File: config.mk
export PLATFORM = sky130hd
export DESIGN_NAME = bus_ctrl
export DESIGN_NICKNAME = d
export VERILOG_FILES = /design/src/rtl/bus_ctrl_pkg.sv /design/src/rtl/bus_req_fifo.sv /design/src/rtl/bus_ctrl.sv
export SDC_FILE = /design/constraint.sdc
export NUM_CORES = 1
export LEC_CHECK = 0
export CORE_ASPECT_RATIO = 1.1
export CORE_MARGIN = 2
export CORE_UTILIZATION = 47
export CTS_CLUSTER_DIAMETER = 80
export DETAILED_ROUTE_END_ITERATION = 10
export DONT_BUFFER_PORTS = 1
export GPL_ROUTABILITY_DRIVEN = 0
export MAX_ROUTING_LAYER = met4
export PLACE_DENSITY = 0.6
export SYNTH_ARGS = -nofsm -noshare
export SYNTH_HDL_FRONTEND = slang
export SYNTH_SLANG_ARGS = --single-unit
File: constraint.sdc
create_clock -name clk -period 2.95 [get_ports clk]
set_input_delay 0.59 -clock clk [delete_from_list [all_inputs] [get_ports clk]]
set_output_delay 0.59 -clock clk [all_outputs]
set_load 0.01 [all_outputs]
File: src/rtl/bus_ctrl_pkg.sv
// bus_ctrl shared definitions: default sizes, source names, one-hot helper.
package bus_ctrl_pkg;

  localparam int W_DEF     = 16;
  localparam int NSRC_DEF  = 13;
  localparam int NDST_DEF  = 16;
  localparam int DEPTH_DEF = 4;
  localparam int OH_MAX    = 64;

  localparam int SRC_R  = 0;
  localparam int SRC_DR = 1;
  localparam int SRC_TR = 2;
  localparam int SRC_PC = 3;
  localparam int SRC_AC = 4;
  localparam int SRC_DM = 5;
  localparam int SRC_IM = 6;
  localparam int SRC_R1 = 7;
  localparam int SRC_R2 = 8;
  localparam int SRC_RI = 9;
  localparam int SRC_RJ = 10;
  localparam int SRC_RK = 11;
  localparam int SRC_SP = 12;

  // Out-of-range index yields all zeros.
  function automatic logic [OH_MAX-1:0] onehot(
    input int unsigned idx,
    input int unsigned n
  );
    onehot = '0;
    if (idx < n && idx < OH_MAX) onehot[idx] = 1'b1;
  endfunction

endpackage

File: src/rtl/bus_req_fifo.sv
// Generic synchronous FIFO holding bus transfer requests.
module bus_req_fifo
  import bus_ctrl_pkg::*;
#(
  parameter int WIDTH = 8,
  parameter int DEPTH = 4
) (
  input  logic             clk,
  input  logic             rst_n,
  input  logic             push,
  input  logic [WIDTH-1:0] din,
  input  logic             pop,
  output logic             full,
  output logic             empty,
  output logic [WIDTH-1:0] head
);

  localparam int PW = $clog2(DEPTH);
  localparam int CW = $clog2(DEPTH + 1);

  logic [PW-1:0]    wr_q, wr_d;
  logic [PW-1:0]    rd_q, rd_d;
  logic [CW-1:0]    cnt_q, cnt_d;
  logic [WIDTH-1:0] mem_q [DEPTH];
  logic [WIDTH-1:0] mem_d [DEPTH];
  logic             do_push;
  logic             do_pop;

  assign full    = (cnt_q == CW'(DEPTH));
  assign empty   = (cnt_q == '0);
  assign head    = mem_q[rd_q];
  assign do_push = push && !full;
  assign do_pop  = pop && !empty;

  always_comb begin
    mem_d = mem_q;
    wr_d  = wr_q;
    rd_d  = rd_q;
    cnt_d = cnt_q;
    if (do_push) begin
      mem_d[wr_q] = din;
      wr_d        = wr_q + 1'b1;
    end
    if (do_pop) rd_d = rd_q + 1'b1;
    cnt_d = cnt_q + CW'(do_push) - CW'(do_pop);
  end

  always_ff @(posedge clk or negedge rst_n) begin
    if (!rst_n) begin
      wr_q  <= '0;
      rd_q  <= '0;
      cnt_q <= '0;
      for (int i = 0; i < DEPTH; i++) mem_q[i] <= '0;
    end else begin
      wr_q  <= wr_d;
      rd_q  <= rd_d;
      cnt_q <= cnt_d;
      mem_q <= mem_d;
    end
  end

endmodule

File: src/rtl/bus_ctrl.sv
// Registered shared-bus controller with queued {src,dst} transfers.
// Optional sticky illegal-source flag enabled by BUS_CTRL_ERR_EN.
module bus_ctrl
  import bus_ctrl_pkg::*;
#(
  parameter int W     = W_DEF,
  parameter int NSRC  = NSRC_DEF,
  parameter int NDST  = NDST_DEF,
  parameter int DEPTH = DEPTH_DEF
) (
  input  logic                    clk,
  input  logic                    rst_n,
  input  logic [NSRC*W-1:0]       src_bus,
  input  logic                    req_valid,
  input  logic [$clog2(NSRC)-1:0] req_src,
  input  logic [$clog2(NDST)-1:0] req_dst,
  output logic                    req_ready,
  input  logic                    bus_hold,
  output logic [W-1:0]            bus_out,
  output logic                    out_valid,
  output logic [NDST-1:0]         ld_en,
  input  logic                    err_clr,
  output logic                    err_sel
);

  localparam int SW = $clog2(NSRC);
  localparam int DW = $clog2(NDST);

  logic [SW+DW-1:0] head;
  logic [SW-1:0]    head_src;
  logic [DW-1:0]    head_dst;
  logic             full;
  logic             empty;
  logic             issue;

  logic [W-1:0]     bus_out_q, bus_out_d;
  logic             out_valid_q, out_valid_d;
  logic [NDST-1:0]  ld_en_q, ld_en_d;
  logic [W-1:0]     sel;

  bus_req_fifo #(
    .WIDTH (SW + DW),
    .DEPTH (DEPTH)
  ) u_fifo (
    .clk   (clk),
    .rst_n (rst_n),
    .push  (req_valid),
    .din   ({req_src, req_dst}),
    .pop   (issue),
    .full  (full),
    .empty (empty),
    .head  (head)
  );

  assign req_ready = !full;
  assign head_src  = head[DW +: SW];
  assign head_dst  = head[DW-1:0];
  assign issue     = !empty && !bus_hold;

  // Illegal sources match no arm and leave sel at zero.
  always_comb begin
    sel = '0;
    for (int k = 0; k < NSRC; k++)
      if (32'(head_src) == k) sel = src_bus[k*W +: W];
  end

  always_comb begin
    bus_out_d   = bus_out_q;
    out_valid_d = 1'b0;
    ld_en_d     = '0;
    if (issue) begin
      bus_out_d   = sel;
      out_valid_d = 1'b1;
      ld_en_d     = NDST'(onehot(32'(head_dst), NDST));
    end
  end

  always_ff @(posedge clk or negedge rst_n) begin
    if (!rst_n) begin
      bus_out_q   <= '0;
      out_valid_q <= 1'b0;
      ld_en_q     <= '0;
    end else begin
      bus_out_q   <= bus_out_d;
      out_valid_q <= out_valid_d;
      ld_en_q     <= ld_en_d;
    end
  end

  assign bus_out   = bus_out_q;
  assign out_valid = out_valid_q;
  assign ld_en     = ld_en_q;

`ifdef BUS_CTRL_ERR_EN
  logic err_q, err_d;
  logic illegal;

  assign illegal = 32'(head_src) >= NSRC;

  always_comb begin
    err_d = err_q;
    if (issue && illegal) err_d = 1'b1;
    if (err_clr) err_d = 1'b0;
  end

  always_ff @(posedge clk or negedge rst_n) begin
    if (!rst_n) err_q <= 1'b0;
    else        err_q <= err_d;
  end

  assign err_sel = err_q;
`else
  logic unused_err_clr;
  assign unused_err_clr = err_clr;
  assign err_sel        = 1'b0;
`endif

endmodule

# Word-level counts from Yosys, hierarchy flattened
# Cells that the tools add are included.
[word_totals]
register_bits = 72
inputBits = 221
wordCells = 67
out_inout_bits = 35
[op_classes]
n_mux = 23
reduce_logical = 10
n_addsub = 4
n_eq_ne = 13
magnitude_cmp = 5
bitwise = 2
[ops]
columns = ["op", "count"]
rows = [
  ["$mux W16", 14],
  ["$bwmux W32", 1],
  ["$mux W8", 3],
  ["$eq A4 B4 Y1 const B", 5],
  ["$bmux W8 S2", 1],
  ["$demux W8 S2", 1],
  ["$eq A4 B3 Y1 const B", 4],
  ["$eq A4 B2 Y1 const B", 2],
  ["$lt A4 B7 Y1 const B", 1],
  ["$ge A3 B3 Y1 const B", 2],
  ["$not A2 Y3", 2],
  ["$logic_and A1 B1 Y1", 5],
  ["$add A2 B1 Y2 const B", 2],
  ["$demux W1 S4", 1],
  ["$eq A4 B1 Y1 const B", 1],
  ["$ge A4 B1 Y1 const B", 1],
  ["$logic_not A4 Y1", 1],
  ["$add A3 B1 Y3", 1],
  ["$eq A3 B3 Y1 const B", 1],
  ["$logic_not A1 Y1", 3],
  ["$logic_not A3 Y1", 1],
  ["$lt A3 B1 Y1 const B", 1],
  ["$sub A3 B1 Y3", 1],
  ["$mux W1", 2],
]

# Depth between registers and ports, before layout
# Gate-level depths: netlist of the first run.
[depth]
word_depth = 18
depth_mapped = 12
ltp_nobuf = 10

# Cells and area by module
# From an unflattened synthesis of the first run, not the netlist that was laid out.
[unflattened]
hier_cells = 438
area_unflattened_um2 = 5087.4
[modules_own_cells]
columns = ["module", "seq_area_each_um2", "area_each_um2", "cells_per_inst", "n_inst"]
rows = [
  ["bus_ctrl", 825.8, 3145.5, 325, 1],
  ["bus_req_fifo", 975.9, 1941.9, 113, 1],
]

# Least setup slack after synthesis of the first run
# OpenSTA, ideal clock, no wires.
[synth_timing]
path_type = "input port to flip-flop"
from = "in bus_hold"
to = "reg u_fifo.cnt_q[2]"
path_stages = 11
setup_slack_ns = 0.269
required_ns = 2.825
n_path_buf = 2
setup_time_ns = 0.125
arrival_ns = 2.556
cell_sequence = "or2_2 clkbuf_1 clkinv_1 clkbuf_1 ha_1 inv_1 ha_1 inv_1 fa_1 xnor2_1 xnor2_1"
[synth_between]
elab_chain_len = 4
[synth_rtl]
columns = ["element", "line_no", "source"]
rows = [
  ["start, declared", "bus_ctrl.sv:18", "input logic bus_hold,"],
  ["$logic_not A1 Y1", "bus_ctrl.sv:58", "assign issue = !empty && !bus_hold;"],
  ["$logic_and A1 B1 Y1", "bus_ctrl.sv:58", ""],
  ["net issue", "bus_ctrl.sv:34", "logic issue;"],
  ["$logic_and A1 B1 Y1", "bus_req_fifo.sv:33", "assign do_pop = pop && !empty;"],
  ["$sub A3 B1 Y3", "bus_req_fifo.sv:45", "cnt_d = cnt_q + CW'(do_push) - CW'(do_pop);"],
  ["net u_fifo.cnt_d[2]", "bus_req_fifo.sv:23", "logic [CW-1:0] cnt_q, cnt_d;"],
  ["end signal, assigned", "bus_req_fifo.sv:57", "cnt_q <= cnt_d;"],
  ["end, declared", "bus_req_fifo.sv:23", ""],
]
# The timed path passes the listed nets, and every way through them passes these cells.
# A chain may end at the register's enable or synchronous reset.

# Worst setup path in the final report of the first run
[layout_timing]
from = "reg u_fifo.rd_q[0]"
to = "reg bus_out_q[4] (netlist: bus_out[4])"
[layout_between]
elab_chain_len = 18
word_cells_on_any_way = 30
cone_classes = "eq/ne: 12; mux: 16; bitwise: 1; reduce/logical: 1"
[layout_rtl]
columns = ["element", "line_no", "source"]
rows = [
  ["start, declared", "bus_req_fifo.sv:22", "logic [PW-1:0] rd_q, rd_d;"],
  ["start signal, assigned", "bus_req_fifo.sv:56", "rd_q <= rd_d;"],
  ["$not A2 Y3 (implied by the code) *", "bus_req_fifo.sv:31", "assign head = mem_q[rd_q];"],
  ["$bmux W8 S2 *", "bus_req_fifo.sv:31", ""],
  ["$mux W8 (implied by the code) * (2 in series)", "bus_req_fifo.sv:31", ""],
  ["$logic_not A4 Y1", "bus_ctrl.sv:64", "if (32'(head_src) == k) sel = src_bus[k*W +: W];"],
  ["$mux W16 (12 in series)", "bus_ctrl.sv:64", ""],
  ["$mux W16 *", "bus_ctrl.sv:64", ""],
  ["end signal, assigned", "bus_ctrl.sv:84", "bus_out_q <= bus_out_d;"],
  ["end, declared", "bus_ctrl.sv:36", "logic [W-1:0] bus_out_q, bus_out_d;"],
]
# Mark *: on every way between the ends. The rest lies on a longest branch, timed or not. The select of a mux whose other input is x is not followed.

==> impl_metrics.ini, run 1 <==
[status]
status = complete, no violations

[critical_path]
max_stage_delay_ns = 0.63
start_kind = flip-flop
crit_required_ns = 3.20
path_cells = mux4_2 -> or2_1 -> buf_4 -> nor3_1 -> a2111oi_0 -> a2111oi_0 -> buf_4 -> a2bb2oi_1
critical_path.startpoint = u_fifo.rd_q[0]
cp_max_fo = 7
critPathCaptureType = flip-flop
worstPathArrival_ns = 3.08
critPathSlowestCell = mux4_2
r2r_start = u_fifo.rd_q[0]
critPathKind = flip-flop to flip-flop

[logic_synthesis]
seq_area_frac_synth = 0.3513
synthCells = 543
synth_area_leaders = dfrtp_1 35%, mux2_2 8.6%, mux2i_1 7.4%
synth_top_family_by_area = compound AO/OA/AOI/OAI gates
ys_types = 57
synth-edff-count = 0
syn-num-nets = 771
synth_top_area_frac = 0.3513
synth_seq_cells = 72
synth_xor_area_frac = 0.008539
synthMuxAreaShare = 0.2064
async_reset_ff_frac = 1.000
synthAdderAreaFrac = 0.01854
yosys_most_used_dff = dfrtp_1
yosysWarnings = 0
synth_simple_gate_area_frac = 0.1422
ys_top_cells_by_count = 72 x dfrtp_1, 53 x nor2_1, 39 x mux2_2
yosysMostFrequentCell = dfrtp_1
synth_compound_area_frac = 0.2201
yosys.area.top_type = dfrtp_1
syn_avg_cell_area_um2 = 9.445
syn_area_um2 = 5129

[global_route]
grt_pass1_wl_um = 25220
grt_usage = 0.2842
overflow = 0
grt_pass1_vias = 4395
antenna_found_initial = 2
grt_max_degree = 73

[die]
core_area_um2 = 10760
die_area_um2 = 11760
chipHeight_um = 113.6
die_w_um = 103.6
initial_core_util = 0.4766
rows = 40
top_level_ports = 256

[place]
placed_cell_area_um2 = 5380
dp_hpwl_um = 13000
placed_cells = 680
place_ws_ns = 0.08779
io_buffers = 0

[layout]
final_layout_size_suffix_gt1_frac = 0.2065
syn2layout_area_growth_pct = 12.56
fin_nets = 776
postLayoutCellArea_um2 = 5773
final_cells = 701
post-route-util = 0.5365

[timing]
min_period_ns = 2.830
timing_hold_violations_final = 0
rsz0062_at_grt = no
relSlewSlack = 0.5231
finClkSkew_ns = 0.004742
drv_slew = 0
setup-tns-final_ns = 0
postLayoutSetupSlackWorst_ns = 0.1196
period_share = 0.9594
timing.fmax_mhz = 353.3
worst_pin_slew_ns = 0.7138
setup_viol = 0

[clocking]
clk_pin_slew_worst_paths_ns = 0.06
clk_latency_ns = 0.33
htreeDepth = 3
cts_sinks = 72
numCtsBuffers = 9
cts-root-buf = clkbuf_16
cts_buffer_depth = 2
cts_tree = built

[drt]
avgRoutedWirePerCell_um = 23.87
drt_wl_total_um = 16730
via_count = 4578
drt_first_pass_iters = 5
ant_nets = 0
drt-initial-drc-count = 397
drc = 0
vias_per_cell = 6.531

[power]
p_leak_nw = 2.343
p_per_area_nw_per_um2 = 1676
irDropWorstVdd_mv = 0.7690

[job]
max_cap_violations = 0

[worst_hold_path]
min-delay-path-class = primary input to async pin
==> cell usage in the layout, fill, tap and decap left out, types with 5 or more instances in the layout <==
master	count
a2111oi_0	13
a211oi_1	7
a21oi_1	35
a221oi_1	10
a2bb2oi_1	9
a31oi_1	5
buf_4	38
clkbuf_16	9
dfrtp_1	71
ha_1	6
inv_1	11
mux2_2	39
mux2i_1	38
mux4_2	10
nand2_1	34
nand2b_1	8
nand3b_1	5
nor2_1	53
nor2b_1	8
nor3_1	13
o21ai_0	31
o221ai_1	13
o2bb2ai_1	9
xnor2_1	5
==> through the flow <==
step	hold slack, ns	power, mW
final	0.1491	9.677
after global routing	0.1729	10.42
after CTS	0.1587	9.495
after detailed placement	0.2966	8.339
after global placement	0.2969	8.186
after floorplan	0.2944	6.499
==> cell families (layout without fill, tap and decap cells) <==
| kind of cell | Yosys count | after routing |
|---|---|---|
| compound gates | 161 | 161 |
| xor+xnor | 5 | 5 |
| buf+inv | 59 | 67 |
| other cells | 1 | 3 |
| simple gates | 150 | 150 |
| fa+ha+maj | 7 | 7 |
| flops | 72 | 72 |
| mux | 88 | 89 |
==> critical path, delay by kind of cell, from the launching register on <==
| kind | cells | cell delay [ns] |
|---|---|---|
| AO/OA/AOI/OAI | 3 | 0.74 |
| buffers and inverters | 2 | 0.39 |
| flip-flops | 1 | 0.47 |
| multiplexers | 1 | 0.63 |
| AND/OR/NAND/NOR | 2 | 0.51 |
==> what timing repair did <==
action                                  in CTS  in global routing
hold endpoints to repair                    72                  0
endpoints found under the setup margin       0                  9
gates resized for setup                      0                 10
setup buffers                                0                  2
hold buffers                                 1                  0
==> routing by layer <==
metal  wire length, µm  global-route usage  vias up  share of wire
met3              1533             0.09257       38          0.092
li1                  -                   -     2085              -
met4               444             0.09189        0          0.027
met1              6718              0.3470     2253           0.40
met2              8036              0.4512      202           0.48
met5                 0                   -        -              0
==> sequential cells by signal, summed over array words and instances, names as in the netlist <==
signal        count
out_valid         1
u_fifo.mem_q     32
bus_out          16
u_fifo.rd_q       2
u_fifo.wr_q       2
u_fifo.cnt_q      3
ld_en            16
==> final timing paths <==
path | slack (ns) | endpoint | depth (start not counted)
max in group asynchronous | 2.50 | u_fifo.rd_q[0] | 1
hold reg to reg | 0.51 | u_fifo.mem_q[6] | 1
hold / removal | 0.15 | ld_en[8] | 1
min in group clk | 0.41 | u_fifo.mem_q[26] | 1
setup reg to reg | 0.12 | bus_out[4] | 8
setup / recovery | 0.12 | bus_out[4] | 8
==> where the power goes <==
part	total [mW]	switching (mW)	internal, mW
clock	1.07	0.400	0.672
combinational	6.72	3.68	3.04
sequential	1.88	0.433	1.45
total	9.68	4.51	5.16
==> layout make-up <==
| type | instances | area [µm²] |
|---|---|---|
| clock buffers | 10 | 239.0 |
| repair buffers | 40 | 332.8 |
| well taps | 147 | 183.9 |
| diodes | 2 | 5.005 |
| inverters | 12 | 45.04 |
| fillers | 1000 | 4987 |
| multi-input cells | 413 | 3107 |
| flip-flops and latches | 72 | 1803 |
| clock inverters | 5 | 57.56 |
(Power assumes the default switching activity.)
==> inputs of run 2 (changes only) <==
--- a/config.mk
+++ b/config.mk
@@ -5,6 +5,7 @@
 export SDC_FILE = /design/constraint.sdc
 export NUM_CORES = 1
 export LEC_CHECK = 0
+export ABC_AREA = 1
 export CORE_ASPECT_RATIO = 1.1
 export CORE_MARGIN = 2
 export CORE_UTILIZATION = 47
==> run 2 against run 1 <==
Effect of this change: sequential power fell by 5%; maximum frequency rose by 1.9%; largest power group unchanged; non-clock buffer count fell by 26; worst hold slack got worse by 0.00074 ns; area after synthesis fell by 3.4%.
==> impl_metrics.ini, run 2 <==
[place]
placed_cells = 899
place_ws_ns = 0.3044
io_buffers = 0
dp_hpwl_um = 13390

[drt]
vias_per_cell = 5.446
drc = 0
drt-initial-drc-count = 423
drt_wl_total_um = 17140
drt_first_pass_iters = 6
via_count = 5010
ant_nets = 0
avgRoutedWirePerCell_um = 18.63

[logic_synthesis]
yosysMostFrequentCell = nand2_1
async_reset_ff_frac = 1.000
ys_types = 34
synth_area_leaders = dfrtp_1 36%, nand2_1 22%, nor2_1 7.4%
seq_area_frac_synth = 0.3635
ys_top_cells_by_count = 285 x nand2_1, 98 x nor2_1, 84 x inv_1
yosysWarnings = 0
synth_seq_cells = 72
yosys_most_used_dff = dfrtp_1
synthCells = 776
syn-num-nets = 1004
yosys.area.top_type = dfrtp_1
syn_area_um2 = 4956
synth-edff-count = 0
synth_top_area_frac = 0.3635
syn_avg_cell_area_um2 = 6.387

[clocking]
cts_tree = built
htreeDepth = 3
cts-root-buf = clkbuf_16
cts_sinks = 72
cts_setup_buffers = 0
clk_latency_ns = 0.33
numCtsBuffers = 9
cts_buffer_depth = 2
clk_pin_slew_worst_paths_ns = 0.06

[layout]
registers.top_by_ff_count = u_fifo.mem_q
fin_nets = 996
syn2layout_area_growth_pct = 8.356
final_layout_size_suffix_gt1_frac = 0.06856
mostFrequentLayoutCell = nand2_1
layout_common_cells = 283 x nand2_1, 98 x nor2_1, 84 x inv_1, 72 x dfrtp_1, 69 x nand3_1
final_cells = 920
post-route-util = 0.5191
largest_reg_flops = 32
fill_cells = 1097

[critical_path]
crit_buf_inv = 3
crit_top_cell = nand2_1
cp.depth = 17
path_cells = inv_2 -> nand2_1 -> nand3_1 -> nand2_1 -> nand2_2 -> inv_2 -> buf_4 -> nand3_1 -> nand2_1 -> nor2_1 -> nand4_1 -> nor2_1 -> nand3_1 -> nor2_1 -> nand3b_1 -> nand2_1 -> nand2_1
rr_worst_depth = 17
critPathCaptureType = flip-flop
critPathKind = flip-flop to flip-flop
cp_max_fo = 22
critical_path.startpoint = u_fifo.rd_q[0]
rr_endpoint = bus_out[4]
crit_end = bus_out[4]
max_stage_delay_ns = 0.50
critPathSlowestCell = dfrtp_1
start_kind = flip-flop
crit_family = simple AND/OR/NAND/NOR gates
r2r_start = u_fifo.rd_q[0]
crit_required_ns = 3.16
r2r_slack_ns = 0.17
worstPathArrival_ns = 2.99

[die]
die_area_um2 = 11380
chipHeight_um = 111.7
initial_core_util = 0.4791
die_w_um = 101.9
top_level_ports = 256
core_area_um2 = 10340
rows = 39

[timing]
setup-tns-final_ns = 0
rsz0062_at_grt = no
relSlewSlack = 0.5965
timing_hold_violations_final = 0
finClkSkew_ns = 0.005160
period_share = 0.9416
min_period_ns = 2.778
drv_slew = 0
timing.fmax_mhz = 360.0
postLayoutSetupSlackWorst_ns = 0.1722
setup_viol = 0
worst_pin_slew_ns = 0.6053

[power]
irDropWorstVdd_mv = 0.5542
p_per_area_nw_per_um2 = 1379
p_leak_nw = 2.842

[global_route]
grt_usage = 0.3061
antenna_found_initial = 1
grt_max_degree = 73
grt_pass1_vias = 4836
grt_pass1_wl_um = 25650
overflow = 0

[job]
max_cap_violations = 0

[worst_hold_path]
min-delay-path-class = primary input to async pin

[status]
status = complete, no violations
run 2: changes by cell type after synthesis, moves of 11 or more:
cell / change
nand2_1: +250
inv_1: +73
nand3_1: +65
nor2_1: +45
mux2_2: -39
mux2i_1: -38
a21oi_1: -27
a2111oi_0: -18
o21ai_0: +17
nand4_1: +14
o221ai_1: -13
nor3_1: -12
buf_2: -11
run 2: final cells by class:
cell class,count,area (µm²),area share
flip-flops and latches,72,1802,0.3355
clock inverters,6,43.79,0.008155
diodes,4,10.01,0.001864
multi-input cells,581,2644,0.4923
inverters,90,337.8,0.06291
repair buffers,14,125.1,0.02330
clock buffers,10,229.0,0.04264
well taps,143,178.9,0.03332
run 2: how the worst min path moves through the flow:
stage	end	depth (start not counted)
finish	bus_out[9]	1
floorplan	bus_out[0]	0
global route	bus_out[9]	1
CTS	bus_out[3]	1
global placement	u_fifo.mem_q[7]	0
detailed placement	bus_out[9]	0
run 2: where the power goes:
group	internal (mW)	switching [mW]	leakage (nW)
clock	0.572	0.431	0.133
combinational	1.48	3.13	1.79
sequential	1.41	0.381	0.917
run 2: repair_timing:
action,CTS,global route
endpoints found under the setup margin,0,3
hold buffers,1,0
resized for setup,0,3
hold endpoints to repair,72,0
run 2: kinds of logic (layout without fill, tap and decap cells):
family / after synthesis / count (layout) / synth area share
xor gates and xnor gates: 5 / 5 / 0.008838
other: 1 / 5 / 0.0007567
buffers and inverters: 123 / 120 / 0.1050
and+or+nand+nor: 505 / 505 / 0.4322
AOI/OAI and AO/OA: 63 / 63 / 0.07044
DFF: 72 / 72 / 0.3635
adders and majority gates: 7 / 7 / 0.01919
run 2: metrics by stage:
step / total power, mW / hold slack [ns] / cell area (µm²)
detailed placement: 6.303 / 0.3024 / 5050
floorplan: 5.023 / 0.2944 / 4956
global route: 8.065 / 0.1667 / 5363
finish: 7.407 / 0.1483 / 5370
CTS: 7.365 / 0.1597 / 5350
global placement: 6.199 / 0.3033 / 5050
run 2: metal layers:
| layer | routed length, µm | share of wire | up-vias | track usage |
|---|---|---|---|---|
| met5 | 0 | 0 | - | - |
| met4 | 452 | 0.026 | 0 | 0.09067 |
| met3 | 1886 | 0.11 | 55 | 0.1149 |
| met2 | 8263 | 0.48 | 244 | 0.4855 |
| met1 | 6541 | 0.38 | 2301 | 0.3618 |
| li1 | - | - | 2410 | - |
